==> config.mk <==
export PLATFORM = sky130hd
export DESIGN_NAME = servo_pwm_bank
export DESIGN_NICKNAME = d
export VERILOG_FILES = /design/src/rtl/servo_pkg.sv /design/src/rtl/servo_pwm_bank_channel.sv /design/src/rtl/servo_pwm_bank.sv
export SDC_FILE = /design/constraint.sdc
export NUM_CORES = 1
export LEC_CHECK = 0
export CORE_ASPECT_RATIO = 1.2
export CORE_MARGIN = 1
export CORE_UTILIZATION = 30
export CTS_CLUSTER_DIAMETER = 30
export DETAILED_ROUTE_END_ITERATION = 7
export PLACE_DENSITY = 0.44
export SYNTH_ARGS = -nofsm -noshare
export SYNTH_HDL_FRONTEND = slang
export SYNTH_SLANG_ARGS = --single-unit
==> constraint.sdc <==
create_clock -name i_clock -period 9.5 [get_ports i_clock]
set_input_delay 2.85 -clock i_clock [delete_from_list [all_inputs] [get_ports i_clock]]
set_output_delay 2.85 -clock i_clock [all_outputs]
set_load 0.01 [all_outputs]
==> src/rtl/servo_pkg.sv <==
// Shared constants for the servo PWM bank: default timing (20 ms frame at
// 50 MHz, 1 ms to ~2 ms pulse) and channel geometry.
package servo_pkg;

  localparam int DEF_FRAME_CLKS = 1000000;
  localparam int DEF_MIN_CLKS   = 50000;
  localparam int DEF_STEP_CLKS  = 196;
  localparam int DEF_CNT_W      = 20;

  localparam int NUM_CH = 8;
  localparam int CH_W   = 3;
  localparam int POS_W  = 8;

endpackage

==> src/rtl/servo_pwm_bank_channel.sv <==
// One servo channel: double-buffered position, pulse width committed at the
// frame boundary, and the registered pulse comparator.
module servo_channel
  import servo_pkg::*;
#(
  parameter int CNT_W     = DEF_CNT_W,
  parameter int MIN_CLKS  = DEF_MIN_CLKS,
  parameter int STEP_CLKS = DEF_STEP_CLKS
) (
  input  logic             i_clock,
  input  logic             i_reset,
  input  logic             i_wr,
  input  logic [POS_W-1:0] i_wr_pos,
  input  logic             i_commit,
  input  logic [CNT_W-1:0] i_cnt,
  output logic             o_pad,
  output logic             o_armed
);

  localparam logic [CNT_W-1:0] MIN_W  = CNT_W'(MIN_CLKS);
  localparam logic [CNT_W-1:0] STEP_W = CNT_W'(STEP_CLKS);

  logic [POS_W-1:0] r_shadow;
  logic             r_pending;
  logic             r_armed;
  logic [CNT_W-1:0] r_width;
  logic             r_pad;

  logic [POS_W-1:0] w_pos;
  logic [CNT_W-1:0] w_width;

  // A write landing in the commit cycle is forwarded straight into the commit.
  assign w_pos   = i_wr ? i_wr_pos : r_shadow;
  assign w_width = MIN_W + CNT_W'(w_pos) * STEP_W;

  always_ff @(posedge i_clock) begin
    if (i_reset) begin
      r_shadow  <= '0;
      r_pending <= 1'b0;
      r_armed   <= 1'b0;
      r_width   <= '0;
      r_pad     <= 1'b0;
    end else begin
      if (i_wr) begin
        r_shadow <= i_wr_pos;
      end
      if (i_commit && (r_pending || i_wr)) begin
        r_width   <= w_width;
        r_armed   <= 1'b1;
        r_pending <= 1'b0;
      end else if (i_wr) begin
        r_pending <= 1'b1;
      end
      r_pad <= r_armed && (i_cnt < r_width);
    end
  end

  assign o_pad   = r_pad;
  assign o_armed = r_armed;

endmodule

==> src/rtl/servo_pwm_bank.sv <==
// Eight-channel hobby-servo PWM bank: shared frame counter, write decode and
// one servo_channel per pad bit.
module servo_pwm_bank
  import servo_pkg::*;
#(
  parameter int FRAME_CLKS = DEF_FRAME_CLKS,
  parameter int MIN_CLKS   = DEF_MIN_CLKS,
  parameter int STEP_CLKS  = DEF_STEP_CLKS,
  parameter int CNT_W      = DEF_CNT_W
) (
  input  logic              i_clock,
  input  logic              i_reset,
  input  logic              i_wr_en,
  input  logic [CH_W-1:0]   i_wr_chan,
  input  logic [POS_W-1:0]  i_wr_pos,
  output logic [NUM_CH-1:0] o_servo_pad,
  output logic              o_frame_start,
  output logic [NUM_CH-1:0] o_armed
);

  if (longint'(FRAME_CLKS) > (longint'(1) << CNT_W)) begin : g_bad_cnt_w
    $error("servo_pwm_bank: FRAME_CLKS does not fit in CNT_W bits");
  end
  if (longint'(MIN_CLKS) + 255 * longint'(STEP_CLKS) >= longint'(FRAME_CLKS)) begin : g_bad_width
    $error("servo_pwm_bank: longest pulse does not fit inside one frame");
  end

  localparam logic [CNT_W-1:0] LAST_CNT = CNT_W'(FRAME_CLKS - 1);

  logic [CNT_W-1:0]  r_cnt;
  logic              r_started;
  logic              w_commit;
  logic [NUM_CH-1:0] w_wr;

  assign w_commit = (r_cnt == LAST_CNT);

  always_ff @(posedge i_clock) begin
    if (i_reset) begin
      r_cnt     <= '0;
      r_started <= 1'b0;
    end else begin
      r_cnt     <= w_commit ? '0 : r_cnt + CNT_W'(1);
      r_started <= 1'b1;
    end
  end

  // The counter sits at zero through reset, so the release cycle is not a frame start.
  assign o_frame_start = r_started && (r_cnt == '0);

  always_comb begin
    w_wr = '0;
    if (i_wr_en) begin
      w_wr[i_wr_chan] = 1'b1;
    end
  end

  for (genvar n = 0; n < NUM_CH; n++) begin : g_ch
    servo_channel #(
      .CNT_W    (CNT_W),
      .MIN_CLKS (MIN_CLKS),
      .STEP_CLKS(STEP_CLKS)
    ) u_ch (
      .i_clock (i_clock),
      .i_reset (i_reset),
      .i_wr    (w_wr[n]),
      .i_wr_pos(i_wr_pos),
      .i_commit(w_commit),
      .i_cnt   (r_cnt),
      .o_pad   (o_servo_pad[n]),
      .o_armed (o_armed[n])
    );
  end

endmodule

==> metrics.csv <==
stage,metric,value,unit
outcome,status,"finished, final reports clean",
sta,fin_crit,7.72,ns
die,io_pins,31,
setup_path,arrival,8.20,ns
finish,final_common_cell,ha_1,
job,maxCapViolations,0,
setup_path,cp_slowest_cell,nand4b_1,
cts,clockRootBuffer,clkbuf_16,
sta,whs,0.445,ns
cts,cts-resized-gates,0,
logic_synthesis,synthFlopType,dfxtp_1,
cts,cts_tree,built,
finish,syn_to_final_growth,20.7,%
route,via_count,15200,
sta,maxSlewHeadroom,26.9,%
setup_path,endpoint_kind,flop,
global_routing,grt_pass1_wl,84700,µm
die,dieArea,62300,µm²
setup_path,rr_startpoint,g_ch[5].u_ch.r_shadow[2],
die,core_region_area,60700,µm²
setup_path,crit_chain,clkdlybuf4s50_1 -> nand4b_1 -> mux2i_1 -> inv_1 -> ha_1 -> fa_1 -> ha_1 -> ha_1 -> inv_1 -> fa_1 -> xor2_1 -> a2111oi_0 -> nor2_1 -> nor4_1 -> a211oi_1 -> a311o_1,
route,route.detailed.drc,0,
cts,clock_latency,0.60,ns
cts,htree_levels,3,
logic_synthesis,synth_fa_ha_area_share,25.8,%
finish,fin_cells,3054,
logic_synthesis,synth.top_cell.area_share,24.9,%
logic_synthesis,synth_edf_count,0,
pwr,ir_worst_vdd,0.000127,V
logic_synthesis,ys_seq_area_share,24.9,%
logic_synthesis,synth-compound-area-share,14.9,%
finish,final_cell_mix,"ha_1, dfxtp_1, inv_1, nor2_1, a21oi_1",
die,rows,99,
logic_synthesis,synth_seq_cells,229,
pwr,pwr-share-seq,25.9,%
cts,cts_inserted_buffers,73,
logic_synthesis,syn_inst,2122,
die,chipHeight,273,µm
sta,fin_skew,0.0225,ns
sta,setup_viol,0,
pwr,pwr-share-comb,7.7,%
die,dieWidth,228,µm
sta,final.period_utilization,81.2,%
sta,slew_viol_final,0,
sta,rsz0062_at_grt,false,
cts,post_cts_buffers,0,
global_routing,antenna_found_initial,3,
logic_synthesis,avgSynthCellArea,8.67,µm²
logic_synthesis,synth.largest_area_cell,dfxtp_1,
logic_synthesis,synth_top_family_by_area,adder cells,
cts,cts_hold_buf,0,
finish,drive_gt1_share,10.8,%
setup_path,worstSetupPathType,input pin to flop,
cts,clk_pin_slew,0.04,ns
global_routing,first_global_vias,15600,
setup_path,startpoint,i_wr_chan[1],
route,drt-total-wl,53000,µm
logic_synthesis,synth-simple-area-share,18.9,%
sta,fin_setup_tns,0,ns
setup_path,path_max_fanout,8,
finish,nets,2566,
pwr,power_switching,0.930,mW
logic_synthesis,yosys_warnings,0,
logic_synthesis,syn_area,18400,µm²
die,start_util,30.3,%
min_path,min-delay-start,g_ch[5].u_ch.r_width[12],
place,dp_cells,2920,
global_routing,overflow,0,
logic_synthesis,synthMuxAreaShare,4.51,%
setup_path,crit_required,9.98,ns
logic_synthesis,syn_nets,2501,
place,gp_congestion,0.766,
logic_synthesis,synth_cell_types,66,
route,first_pass_iters,7,
place,dp_hpwl,37500,µm
pwr,p_per_area,170,nW/µm²
pwr,leakage,10.1,nW
sta,tightest_slew,1.09,ns
pwr,clkPwrFrac,66.4,%
logic_synthesis,synth_xor_area_share,4.76,%
finish,postLayoutCoreUtil,36.6,%
sta,hold_viol,0,
global_routing,grt_usage,17.3,%
cts,cts.sinks,229,
global_routing,grt_max_degree,100,
pwr,intPower,2.85,mW
route,drtAntennaViolNets,0,
cts,clk_path_buf_depth,3,
pwr,swShare,24.6,%
finish,diodes,0,
route,vias_per_cell,4.98,
setup_path,cp-start-kind,input pin,
route,first_iter_violations,592,
route,wl_per_cell,17.4,µm
place,io_buffers,30,
sta,max_freq,0.130,GHz
logic_synthesis,synth_area_leaders,"dfxtp_1, ha_1, inv_1, a21oi_1, nor2_1",
setup_path,critical_path.max_stage_delay,0.59,ns
min_path,hp-class,flop to flop,
setup_path,crit_top_cell,ha_1,
logic_synthesis,async_flop_share,0,%
[through the flow]
step,power (mW),cell area (µm²),setup slack (ns)
2_1_floorplan,1.20,18400,2.28
3_3_place_gp,1.29,19600,1.32
3_5_place_dp,1.29,19600,1.20
4_1_cts,3.83,22200,1.81
5_1_grt,3.92,22200,1.28
6_report,3.78,22200,1.78
[power groups by stage]
stage | sequential [mW] | combinational (mW) | clock, mW
floorplan | 0.992 | 0.209 | 0
global placement | 0.994 | 0.292 | 0
detailed placement | 0.994 | 0.292 | 0
CTS | 0.978 | 0.296 | 2.56
global route | 0.978 | 0.331 | 2.61
finish | 0.978 | 0.291 | 2.51
[cell families after synthesis]
logic type | after synthesis
buffers and inverters | 279
XOR/XNOR | 100
AND/OR/NAND/NOR | 664
multiplexers | 76
adder cells (fa/ha/maj) | 365
flip-flops | 229
AO/OA/AOI/OAI | 409
[cell usage after synthesis (all sizes together) (12+ instances only)]
| master | instances |
|---|---|
| nor2 | 197 |
| ha | 341 |
| o311ai | 15 |
| nand2 | 141 |
| nor3b | 18 |
| a21o | 42 |
| fa | 24 |
| nor3 | 27 |
| and2 | 54 |
| and3 | 25 |
| xor2 | 54 |
| dfxtp | 229 |
| mux2 | 55 |
| o21ai | 54 |
| inv | 210 |
| nand2b | 26 |
| buf | 33 |
| clkbuf | 36 |
| nand4 | 25 |
| mux2i | 21 |
| a211oi | 42 |
| xnor2 | 46 |
| a2111oi | 19 |
| nor2b | 34 |
| a2111o | 12 |
| or3 | 15 |
| a21oi | 152 |
| nand3 | 47 |
[registers in the layout, summed over array words and instances, names as in the netlist]
name,flops
g_ch.u_ch.o_pad,8
r_started,1
g_ch.u_ch.r_width,120
g_ch.u_ch.r_shadow,64
r_cnt,20
g_ch.u_ch.o_armed,8
g_ch.u_ch.r_pending,8
[area by class of cell]
cell class              instances  area [µm²]
fillers                      6275       38500
multi-input cells            1614       12700
flip-flops and latches        229        4580
clock buffers                  91        2000
well taps                     808        1010
inverters                     210         788
clock inverters                43         582
repair buffers                 59         528
[critical path: cells and delay by family]
kind                     cells  cell delay, ns
adder cells (fa/ha/maj)      5            1.66
buffers and inverters        3            0.66
AO/OA/AOI/OAI                3            1.04
XOR/XNOR                     1            0.20
AND/OR/NAND/NOR              3            1.28
multiplexers                 1            0.48
[per-layer routing]
layer  wire length [µm]  vias up  global-route usage, %
li1                   -     7691                      -
met1              24300     7221                   20.8
met2              25700      210                   30.9
met3               1480       82                   2.40
met4               1530        0                   6.87
met5                  0        -                      0
[final timing paths]
kind | cells after the start | end | slack, ns
worst max register to register | 14 | g_ch[5].u_ch.r_width[14] | 5.05
worst max-delay path | 16 | g_ch[5].u_ch.r_width[14] | 1.78
worst min register to register | 2 | g_ch[5].u_ch.r_width[12] | 0.44
worst min-delay path | 2 | g_ch[5].u_ch.r_width[12] | 0.44
(Power assumes the default switching activity.)
